<file path="src/rtl/vram_pkg.sv">
// Shared types for the frame RAM arbiter.
//   VRAM_ADDR_W / VRAM_DATA_W : frame RAM geometry (2^18 x 8)
//   grant_t                   : per-cycle owner of the RAM port
//   vram_wr_t                 : one buffered CPU pixel write (address + value)
package vram_pkg;

  localparam int VRAM_ADDR_W = 18;
  localparam int VRAM_DATA_W = 8;

  typedef enum logic [1:0] {
    G_IDLE  = 2'd0,
    G_READ  = 2'd1,
    G_WRITE = 2'd2
  } grant_t;

  typedef struct packed {
    logic [VRAM_ADDR_W-1:0] addr;
    logic [VRAM_DATA_W-1:0] data;
  } vram_wr_t;

endpackage

</file>
<file path="src/rtl/vram_arbiter_if.sv">
// Bus bundle between the frame RAM arbiter and its three neighbours.
//   CPU side : cpu_wr_req/cpu_addr/cpu_data in, cpu_wr_ack/cpu_full out
//   VGA side : vga_rd_req/vga_addr in, vga_rd_valid/vga_pixel out
//   RAM side : ram_addr/ram_data/ram_we out, ram_q in
// slave  = the arbiter; master = the clients and the RAM model around it.
interface vram_arbiter_if #(
  parameter int ADDR_W = 18,
  parameter int DATA_W = 8
);

  logic              cpu_wr_req;
  logic [ADDR_W-1:0] cpu_addr;
  logic [DATA_W-1:0] cpu_data;
  logic              cpu_wr_ack;
  logic              cpu_full;

  logic              vga_rd_req;
  logic [ADDR_W-1:0] vga_addr;
  logic              vga_rd_valid;
  logic [DATA_W-1:0] vga_pixel;

  logic [ADDR_W-1:0] ram_addr;
  logic [DATA_W-1:0] ram_data;
  logic              ram_we;
  logic [DATA_W-1:0] ram_q;

  modport slave (
    input  cpu_wr_req, cpu_addr, cpu_data, vga_rd_req, vga_addr, ram_q,
    output cpu_wr_ack, cpu_full, vga_rd_valid, vga_pixel, ram_addr, ram_data, ram_we
  );

  modport master (
    output cpu_wr_req, cpu_addr, cpu_data, vga_rd_req, vga_addr, ram_q,
    input  cpu_wr_ack, cpu_full, vga_rd_valid, vga_pixel, ram_addr, ram_data, ram_we
  );

endinterface

</file>
<file path="src/rtl/vram_wr_fifo.sv">
// Small synchronous FIFO buffering CPU pixel writes.
//   clk, reset : clock, asynchronous active-high reset (empties the FIFO)
//   push, din  : enqueue din (caller guarantees ~full or a same-cycle pop)
//   pop, head  : dequeue; head is the oldest entry, valid while ~empty
//   full/empty : status from the registered pointers
module vram_wr_fifo
  import vram_pkg::*;
#(
  parameter int DEPTH = 4
) (
  input  logic     clk,
  input  logic     reset,
  input  logic     push,
  input  vram_wr_t din,
  input  logic     pop,
  output vram_wr_t head,
  output logic     full,
  output logic     empty
);

  // One extra pointer bit separates full from empty when the indices match.
  localparam int PTR_W = $clog2(DEPTH) + 1;

  logic [PTR_W-1:0] wr_ptr_reg;
  logic [PTR_W-1:0] rd_ptr_reg;
  vram_wr_t         mem [DEPTH];

  always_ff @(posedge clk or posedge reset) begin
    if (reset) begin
      wr_ptr_reg <= '0;
      rd_ptr_reg <= '0;
    end else begin
      if (push) wr_ptr_reg <= wr_ptr_reg + 1'b1;
      if (pop)  rd_ptr_reg <= rd_ptr_reg + 1'b1;
    end
  end

  // Storage needs no reset: entries are only visible between the pointers.
  for (genvar gi = 0; gi < DEPTH; gi++) begin : g_entry
    always_ff @(posedge clk) begin
      if (push && (wr_ptr_reg[PTR_W-2:0] == gi[PTR_W-2:0])) mem[gi] <= din;
    end
  end

  assign head  = mem[rd_ptr_reg[PTR_W-2:0]];
  assign empty = (wr_ptr_reg == rd_ptr_reg);
  assign full  = (wr_ptr_reg[PTR_W-1] != rd_ptr_reg[PTR_W-1]) &&
                 (wr_ptr_reg[PTR_W-2:0] == rd_ptr_reg[PTR_W-2:0]);

endmodule

</file>
<file path="src/rtl/vram_arbiter.sv">
// Frame RAM arbiter: VGA fetches always win the single RAM port, CPU
// writes are queued and drained into cycles the VGA leaves free.
//   clk, reset : clock, asynchronous active-high reset
//   bus        : CPU write, VGA fetch and RAM port signals (slave side)
//   stall_cnt  : saturating count of cycles a CPU request was refused
module vram_arbiter
  import vram_pkg::*;
#(
  parameter int ADDR_W     = VRAM_ADDR_W,
  parameter int DATA_W     = VRAM_DATA_W,
  parameter int FIFO_DEPTH = 4,
  parameter int CNT_W      = 16
) (
  input  logic             clk,
  input  logic             reset,
  vram_arbiter_if.slave    bus,
  output logic [CNT_W-1:0] stall_cnt
);

  grant_t            grant_reg;
  grant_t            grant_next;
  logic              fifo_full;
  logic              fifo_empty;
  logic              push;
  logic              pop;
  vram_wr_t          head;
  vram_wr_t          din;
  logic [ADDR_W-1:0] ram_addr_reg;
  logic [DATA_W-1:0] ram_data_reg;
  logic [1:0]        rd_valid_pipe;
  logic [DATA_W-1:0] pixel_reg;

  // Grant decision: VGA first, then a pending CPU write, else idle.
  always_comb begin
    grant_next = G_IDLE;
    if (bus.vga_rd_req)  grant_next = G_READ;
    else if (!fifo_empty) grant_next = G_WRITE;
  end

  assign pop = (grant_next == G_WRITE);
  // A full FIFO still accepts when the head leaves this same cycle.
  // Nothing is accepted while reset is held, so the ack reads 0 then.
  assign push = bus.cpu_wr_req & ~reset & (~fifo_full | pop);

  assign din.addr = bus.cpu_addr;
  assign din.data = bus.cpu_data;

  vram_wr_fifo #(
    .DEPTH (FIFO_DEPTH)
  ) u_fifo (
    .clk   (clk),
    .reset (reset),
    .push  (push),
    .din   (din),
    .pop   (pop),
    .head  (head),
    .full  (fifo_full),
    .empty (fifo_empty)
  );

  always_ff @(posedge clk or posedge reset) begin
    if (reset) begin
      grant_reg <= G_IDLE;
    end else begin
      grant_reg <= grant_next;
    end
  end

  // RAM address/data registers; an idle grant keeps the last values.
  always_ff @(posedge clk or posedge reset) begin
    if (reset) begin
      ram_addr_reg <= '0;
      ram_data_reg <= '0;
    end else begin
      case (grant_next)
        G_READ: begin
          ram_addr_reg <= bus.vga_addr;
        end
        G_WRITE: begin
          ram_addr_reg <= head.addr;
          ram_data_reg <= head.data;
        end
        default: begin
        end
      endcase
    end
  end

  // rd_valid_pipe[1] marks the cycle in which ram_q carries the fetch
  // issued two cycles earlier; the pixel is captured at the end of it.
  always_ff @(posedge clk or posedge reset) begin
    if (reset) begin
      rd_valid_pipe <= '0;
      pixel_reg     <= '0;
    end else begin
      rd_valid_pipe <= {rd_valid_pipe[0], bus.vga_rd_req};
      if (rd_valid_pipe[1]) pixel_reg <= bus.ram_q;
    end
  end

  always_ff @(posedge clk or posedge reset) begin
    if (reset) begin
      stall_cnt <= '0;
    end else if (bus.cpu_wr_req && !push && (stall_cnt != '1)) begin
      stall_cnt <= stall_cnt + 1'b1;
    end
  end

  assign bus.cpu_wr_ack   = push;
  assign bus.cpu_full     = fifo_full;
  assign bus.ram_addr     = ram_addr_reg;
  assign bus.ram_data     = ram_data_reg;
  // Decoded straight from the grant flop: high for exactly one cycle per pop.
  assign bus.ram_we       = (grant_reg == G_WRITE);
  assign bus.vga_rd_valid = rd_valid_pipe[1];
  assign bus.vga_pixel    = pixel_reg;

endmodule

</file>
<file path="src/flat_wrapper.sv">
// flat-port wrapper written by rule: the top's interface ports become plain ports
module vram_arbiter_flat import vram_pkg::*;
#(
  parameter int ADDR_W     = VRAM_ADDR_W,
  parameter int DATA_W     = VRAM_DATA_W,
  parameter int FIFO_DEPTH = 4,
  parameter int CNT_W      = 16
)
  (clk, reset, stall_cnt, bus_cpu_wr_req, bus_cpu_addr, bus_cpu_data, bus_vga_rd_req, bus_vga_addr, bus_ram_q, bus_cpu_wr_ack, bus_cpu_full, bus_vga_rd_valid, bus_vga_pixel, bus_ram_addr, bus_ram_data, bus_ram_we);
  vram_arbiter_if #(.ADDR_W(ADDR_W), .DATA_W(DATA_W)) bus_i ();
  input  logic clk;
  input  logic reset;
  output logic [CNT_W-1:0] stall_cnt;
  input wire logic [$bits(bus_i.cpu_wr_req)-1:0] bus_cpu_wr_req;
  input wire logic [$bits(bus_i.cpu_addr)-1:0] bus_cpu_addr;
  input wire logic [$bits(bus_i.cpu_data)-1:0] bus_cpu_data;
  input wire logic [$bits(bus_i.vga_rd_req)-1:0] bus_vga_rd_req;
  input wire logic [$bits(bus_i.vga_addr)-1:0] bus_vga_addr;
  input wire logic [$bits(bus_i.ram_q)-1:0] bus_ram_q;
  output wire logic [$bits(bus_i.cpu_wr_ack)-1:0] bus_cpu_wr_ack;
  output wire logic [$bits(bus_i.cpu_full)-1:0] bus_cpu_full;
  output wire logic [$bits(bus_i.vga_rd_valid)-1:0] bus_vga_rd_valid;
  output wire logic [$bits(bus_i.vga_pixel)-1:0] bus_vga_pixel;
  output wire logic [$bits(bus_i.ram_addr)-1:0] bus_ram_addr;
  output wire logic [$bits(bus_i.ram_data)-1:0] bus_ram_data;
  output wire logic [$bits(bus_i.ram_we)-1:0] bus_ram_we;
  assign bus_i.cpu_wr_req = bus_cpu_wr_req;
  assign bus_i.cpu_addr = bus_cpu_addr;
  assign bus_i.cpu_data = bus_cpu_data;
  assign bus_i.vga_rd_req = bus_vga_rd_req;
  assign bus_i.vga_addr = bus_vga_addr;
  assign bus_i.ram_q = bus_ram_q;
  assign bus_cpu_wr_ack = bus_i.cpu_wr_ack;
  assign bus_cpu_full = bus_i.cpu_full;
  assign bus_vga_rd_valid = bus_i.vga_rd_valid;
  assign bus_vga_pixel = bus_i.vga_pixel;
  assign bus_ram_addr = bus_i.ram_addr;
  assign bus_ram_data = bus_i.ram_data;
  assign bus_ram_we = bus_i.ram_we;
  vram_arbiter #(.ADDR_W(ADDR_W), .DATA_W(DATA_W), .FIFO_DEPTH(FIFO_DEPTH), .CNT_W(CNT_W)) u_core (.clk(clk), .reset(reset), .bus(bus_i), .stall_cnt(stall_cnt));
endmodule
</file>
<file path="config.mk">
export PLATFORM = sky130hd
export DESIGN_NAME = vram_arbiter_flat
export DESIGN_NICKNAME = d
export VERILOG_FILES = /design/src/rtl/vram_pkg.sv /design/src/rtl/vram_arbiter_if.sv /design/src/rtl/vram_wr_fifo.sv /design/src/rtl/vram_arbiter.sv /design/src/flat_wrapper.sv
export SDC_FILE = /design/constraint.sdc
export NUM_CORES = 1
export LEC_CHECK = 0
export ABC_AREA = 1
export CORE_ASPECT_RATIO = 0.5
export CORE_MARGIN = 4
export CORE_UTILIZATION = 55
export DETAILED_ROUTE_END_ITERATION = 6
export PLACE_DENSITY = 0.82
export SETUP_SLACK_MARGIN = 0.5
export SYNTH_ARGS = -nofsm -noshare
export SYNTH_HDL_FRONTEND = slang
export SYNTH_SLANG_ARGS = --single-unit
export TNS_END_PERCENT = 20
</file>
<file path="constraint.sdc">
create_clock -name clk -period 4.3 [get_ports clk]
set_input_delay 0.43 -clock clk [delete_from_list [all_inputs] [get_ports clk]]
set_output_delay 0.43 -clock clk [all_outputs]
set_load 0.02 [all_outputs]
</file>
**Word-level counts from Yosys, hierarchy flattened**

Memories as Yosys holds them, arrays and structs flattened.
Cells that the tools add are included.

- Input bits: 56
- Bits in registers: 60
- Memories kept: 1
- Memory bits (writable): 104
- Output and inout bits: 54

- Eq/ne operators: 10
- Add/subtract/negate cells: 3
- Reductions and logical operators: 13
- Mux-type cells: 20
- Bitwise operators: 5

Memories:

| memory | depth | bits a word | rd ports | clocked after memory_dff | write ports | line | source |
|---|---|---|---|---|---|---|---|
| u_core.u_fifo.mem | 4 | 26 | 1 | 0 | 1 | vram_wr_fifo.sv:26 | `vram_wr_t mem [DEPTH];` |

Operators by type and width:

| kind | count |
|---|---|
| $mux W26 | 3 |
| $reduce_or A26 Y1 | 3 |
| $pmux W18 S2 | 1 |
| $add A16 B1 Y16 const B | 1 |
| $ne A16 B16 Y1 const B | 1 |
| $mux W1 | 11 |
| $mux W2 | 5 |
| $eq A2 B2 Y1 const B | 4 |
| $logic_and A1 B1 Y1 | 7 |
| $add A3 B1 Y3 const B | 2 |
| $eq A2 B1 Y1 const B | 2 |
| $eq A3 B3 Y1 | 1 |
| $and A1 B1 Y1 | 2 |
| $eq A2 B2 Y1 | 1 |
| $logic_not A2 Y1 | 1 |
| $not A1 Y1 | 2 |
| $reduce_bool A2 Y1 | 1 |
| $logic_not A1 Y1 | 1 |
| $ne A1 B1 Y1 | 1 |
| $or A1 B1 Y1 | 1 |

**Depth between registers and ports, before layout**

- Depth in word-level cells: 13
- Mapped depth: 10
- Mapped depth without buffers: 9

**By module**

Synthesis repeated with hierarchy kept, for this count alone.

- Cell total of the unflattened synthesis: 679
- Area, all modules: 7105.6 um2

By module, submodules not included:

| module | area an instance (um2) | instances | cells an instance | sequential area each (um2) |
|---|---|---|---|---|
| vram_wr_fifo | 4595.7 | 1 | 400 | 3273.1 |
| vram_arbiter | 2509.9 | 1 | 279 | 1326.3 |

**Worst setup path before layout**

OpenSTA, ideal clock, no wires.

- Path type: register -> register
- From: reg u_core.u_fifo.rd_ptr_reg[0]
- To: mem u_core.u_fifo.mem[0][0] (netlist bit), enable pin
- Path slack: 1.695 ns
- Data required time: 3.891 ns
- Buffers on the path: 2
- Cell stages (with the launch flop): 9
- Period minus slack after synthesis: 2.605 ns
- Arrival time: 2.197 ns
- Cells stage by stage: dfrtp_1 > buf_2 > inv_4 > nand2_1 > nand2_2 > nand4_1 > nand2_2 > buf_4 > nor2_1

- Cells in the longest elaborated chain, start to end: 13
- Elaborated cells on any way between the ends: 30
- Those cells by class: eq/ne (3); mux (16); bitwise (3); reduce/logical (8)

Ends and longest elaborated chain:

| item | line | source |
|---|---|---|
| start, declared | vram_wr_fifo.sv:25 | `logic [PTR_W-1:0] rd_ptr_reg;` |
| start signal, assigned | vram_wr_fifo.sv:34 | `if (pop) rd_ptr_reg <= rd_ptr_reg + 1'b1;` |
| $eq A3 B3 Y1 | vram_wr_fifo.sv:46 | `assign empty = (wr_ptr_reg == rd_ptr_reg);` |
| $mux W2 | vram_arbiter.sv:37 | `else if (!fifo_empty) grant_next = G_WRITE;` |
| $mux W2 | vram_arbiter.sv:36 | `if (bus.vga_rd_req) grant_next = G_READ;` |
| $eq A2 B2 Y1 | vram_arbiter.sv:40 | `assign pop = (grant_next == G_WRITE);` |
| $or A1 B1 Y1 (*) | vram_arbiter.sv:43 | `assign push = bus.cpu_wr_req & ~reset & (~fifo_full \| pop);` |
| $and A1 B1 Y1 (*) | vram_arbiter.sv:43 |  |
| $logic_and A1 B1 Y1 | vram_wr_fifo.sv:41 | `if (push && (wr_ptr_reg[PTR_W-2:0] == gi[PTR_W-2:0])) mem[gi] <= din;` |
| $mux W1 | vram_wr_fifo.sv:41 |  |
| $mux W1 (not written as such) | vram_wr_fifo.sv:41 |  |
| $reduce_or A26 Y1 (no source line) | -- |  |
| $mux W2 (no source line) or $mux W1 (tied branches) (3 in series) | -- |  |
| end, declared | vram_wr_fifo.sv:26 |  |

Mark *: on every way between the ends. The rest lies on a longest branch, timed or not.

**Worst setup path after layout**

- From: reg u_core.u_fifo.rd_ptr_reg[0]
- To: out bus_cpu_wr_ack

- Cells in the longest elaborated chain, start to end: 6
- Elaborated cells on any way between the ends: 9
- Those cells by class: eq/ne (3); mux (2); bitwise (3); reduce/logical (1)

Ends and longest elaborated chain:

| item | line | source |
|---|---|---|
| $eq A3 B3 Y1 | vram_wr_fifo.sv:46 |  |
| $mux W2 | vram_arbiter.sv:37 |  |
| $mux W2 | vram_arbiter.sv:36 |  |
| $eq A2 B2 Y1 | vram_arbiter.sv:40 |  |
| $or A1 B1 Y1 (*) | vram_arbiter.sv:43 |  |
| $and A1 B1 Y1 (*) | vram_arbiter.sv:43 |  |
| end, declared | flat_wrapper.sv:20 | `output wire logic [$bits(bus_i.cpu_wr_ack)-1:0] bus_cpu_wr_ack;` |

Marks and branches as above.

==> flow_summary.ini <==
[layout]
area_delta_synth_final_pct = 26.9
n_antenna_cell = 0
largest_reg_flops = 104
nets = 795
design_area_um2 = 8710
drive_above_1_share_pct = 9.38
multiInputGateArea_um2 = 2000
nFillCells = 793
final-seq-area_um2 = 4600

[cts]
ctsHoldBuffers = 0
clockRootBuffer = clkbuf_16
postCtsSetupRepairBufs = 0
cts.clk_slew.worst_paths_ns = 0.06
cts.sinks = 163
cts_resized = 0
htree_levels = 4
cts_tree = done
cts_buffers = 17
clk_path_buf_depth = 2
clk_latency_ns = 0.43

[global_route]
grt_max_degree = 55
track_usage_pct = 22.2
grt_overflow = 0
grt_pass1_wl_um = 25000
antenna_found_initial = 0
grt_pass1_vias = 4972

[timing]
timing.fmax_mhz = 308
fin_skew_ns = 0.00657
hold_slack_ns = 0.378
period_share_pct = 75.5
setup_viol = 0
max-slew-margin-rel_pct = 38.8
fin_crit_ns = 3.25
worst_slack_ns = 1.05
hold_viol = 0
slew_violations = 0
worst_pin_slew_ns = 0.918
fin_tns_setup_ns = 0
rsz0062_at_grt = false

[worst_setup_path]
end_kind = output port
slowest_delay_ns = 0.58
crit_family = buffers and inverters
crit_buf_inv = 3
cp.arrival_ns = 2.82
worstPathCellList = buf_4 -> nand2_1 -> nand2_2 -> nand4_1 -> nand2_2 -> inv_1 -> clkdlybuf4s50_1
worst_path_max_delay_cell = clkdlybuf4s50_1
required_ns = 3.87
cp_max_fo = 54
path_common_cell = nand2_2
critPathKind = flip-flop to output port
worstSetupStartpointType = flip-flop

[route]
vias = 5010
drt_iter0_drc = 463
routed_wl_um = 15300
drc = 0
wl_per_cell_um = 16.8
drtAntennaViolNets = 0
viasPerCell = 5.50
first_pass_iters = 5

[logic_synthesis]
synth_fa_ha_area_share_pct = 1.09
synthMuxAreaShare_pct = 1.31
synth_compound_gate_area_share_pct = 5.75
seq_area_frac_synth_pct = 67.0
synth.cells.most_frequent = nand2_1, edfxtp_1, nor2_1
synth_cell_type_count = 27
yosys.cell_count.top_type = nand2_1
synthSimpleGateAreaFrac_pct = 19.4
syn-num-nets = 687
synth_top_area_share_pct = 45.5
synth_edf_count = 104
ys_warn_count = 0
syn_area_um2 = 6860
ys.flop_type = edfxtp_1
synth_xor_area_share_pct = 1.42
synth_seq_cells = 163
netlist_top_cells_area = edfxtp_1, dfrtp_1, nand2_1
syn_area_per_cell_um2 = 11.0
synth_top_area_cell = edfxtp_1
synthCells = 625
synthArstFlopShare_pct = 36.2
synth_top_family_by_area = simple AND/OR/NAND/NOR gates

[run]
cap_violations = 0

[power_and_ir_drop]
powerDensity_nw_per_um2 = 627
peakVddDrop_v = 0.000366
p_leak_nw = 3.45
power_mw = 5.46

[die]
start_util_pct = 57.1
ioPinCount = 110
std_cell_rows = 28
core-area_um2 = 12000
die_y_um = 87.0
dieArea_um2 = 14400
die_x_um = 166

[place]
pre_cts_ws_ns = 1.43
port_buffers = 109
placed_area_um2 = 8090
dp_hpwl_um = 9320
gp_congestion = 0.858

[run_status]
status = completed

[hold_path]
hold_path.class = flip-flop to flip-flop
layout by cell type, fill, tap and decap left out, drive strengths merged:
master,n
buf,9
o22ai,23
o21ai,50
xnor2,1
ha,6
clkdlybuf4s50,109
nand3b,3
edfxtp,104
inv,39
clkbuf,19
clkinv,4
nor2,69
nand4,22
nor3,1
bufinv,2
nand2,173
dfrtp,59
nand3,37
mux2,8
xor2,8
final timing paths:
kind	start	endpoint	slack, ns	cells after the start
worst max-delay path	u_core.u_fifo.rd_ptr_reg[0]$_DFFE_PP0N_	bus_cpu_wr_ack	1.05	7
worst min-delay path	u_core.grant_reg[0]$_DFF_PP0_	u_core.rd_valid_pipe[1]$_DFF_PP0_	0.38	0
worst max register to register	u_core.u_fifo.rd_ptr_reg[0]$_DFFE_PP0N_	u_core.u_fifo.mem[3][13]$_DFFE_PP_	1.95	7
worst min register to register	u_core.grant_reg[0]$_DFF_PP0_	u_core.rd_valid_pipe[1]$_DFF_PP0_	0.38	0
max in group asynchronous	reset	u_core.bus.ram_addr[3]$_DFFE_PP0P_	2.94	3
min in group asynchronous	reset	u_core.stall_cnt[7]$_DFFE_PP0P_	0.51	2
per-layer routing:
metal  vias to the layer above  wire length [um]  global-route usage (%)
met4                         0               206                    8.01
met5                         -                 0                       0
met2                       198              7690                    37.5
li1                       2364                 -                       -
met3                        19               967                    5.17
met1                      2429              6430                    28.7
per-stage QoR:
step	utilization, %	instances
6_report	72.5	911
5_1_grt	72.5	911
4_1_cts	72.5	911
3_5_place_dp	67.3	879
3_3_place_gp	67.3	879
2_1_floorplan	-	625
power by group:
group	total, mW	internal, mW	switching (mW)
combinational	1.75	0.665	1.09
clock	1.57	0.911	0.658
sequential	2.13	1.97	0.166
cell families after synthesis:
logic type,count (synthesis)
XOR/XNOR,9
flip-flops,163
AND/OR/NAND/NOR,305
adder cells (fa/ha/maj),6
buffers and inverters,61
AO/OA/AOI/OAI,73
multiplexers,8
cell type report:
cell class                      count  area share (%)
Clock buffer                       19            5.20
Clock inverter                     13            1.93
Inverter                           32            1.41
Multi-Input combinational cell    401            22.9
Sequential cell                   163            52.8
Tap cell                          165            2.37
Timing Repair Buffer              118            13.3
No activity file was read; power rests on OpenSTA's default activity.
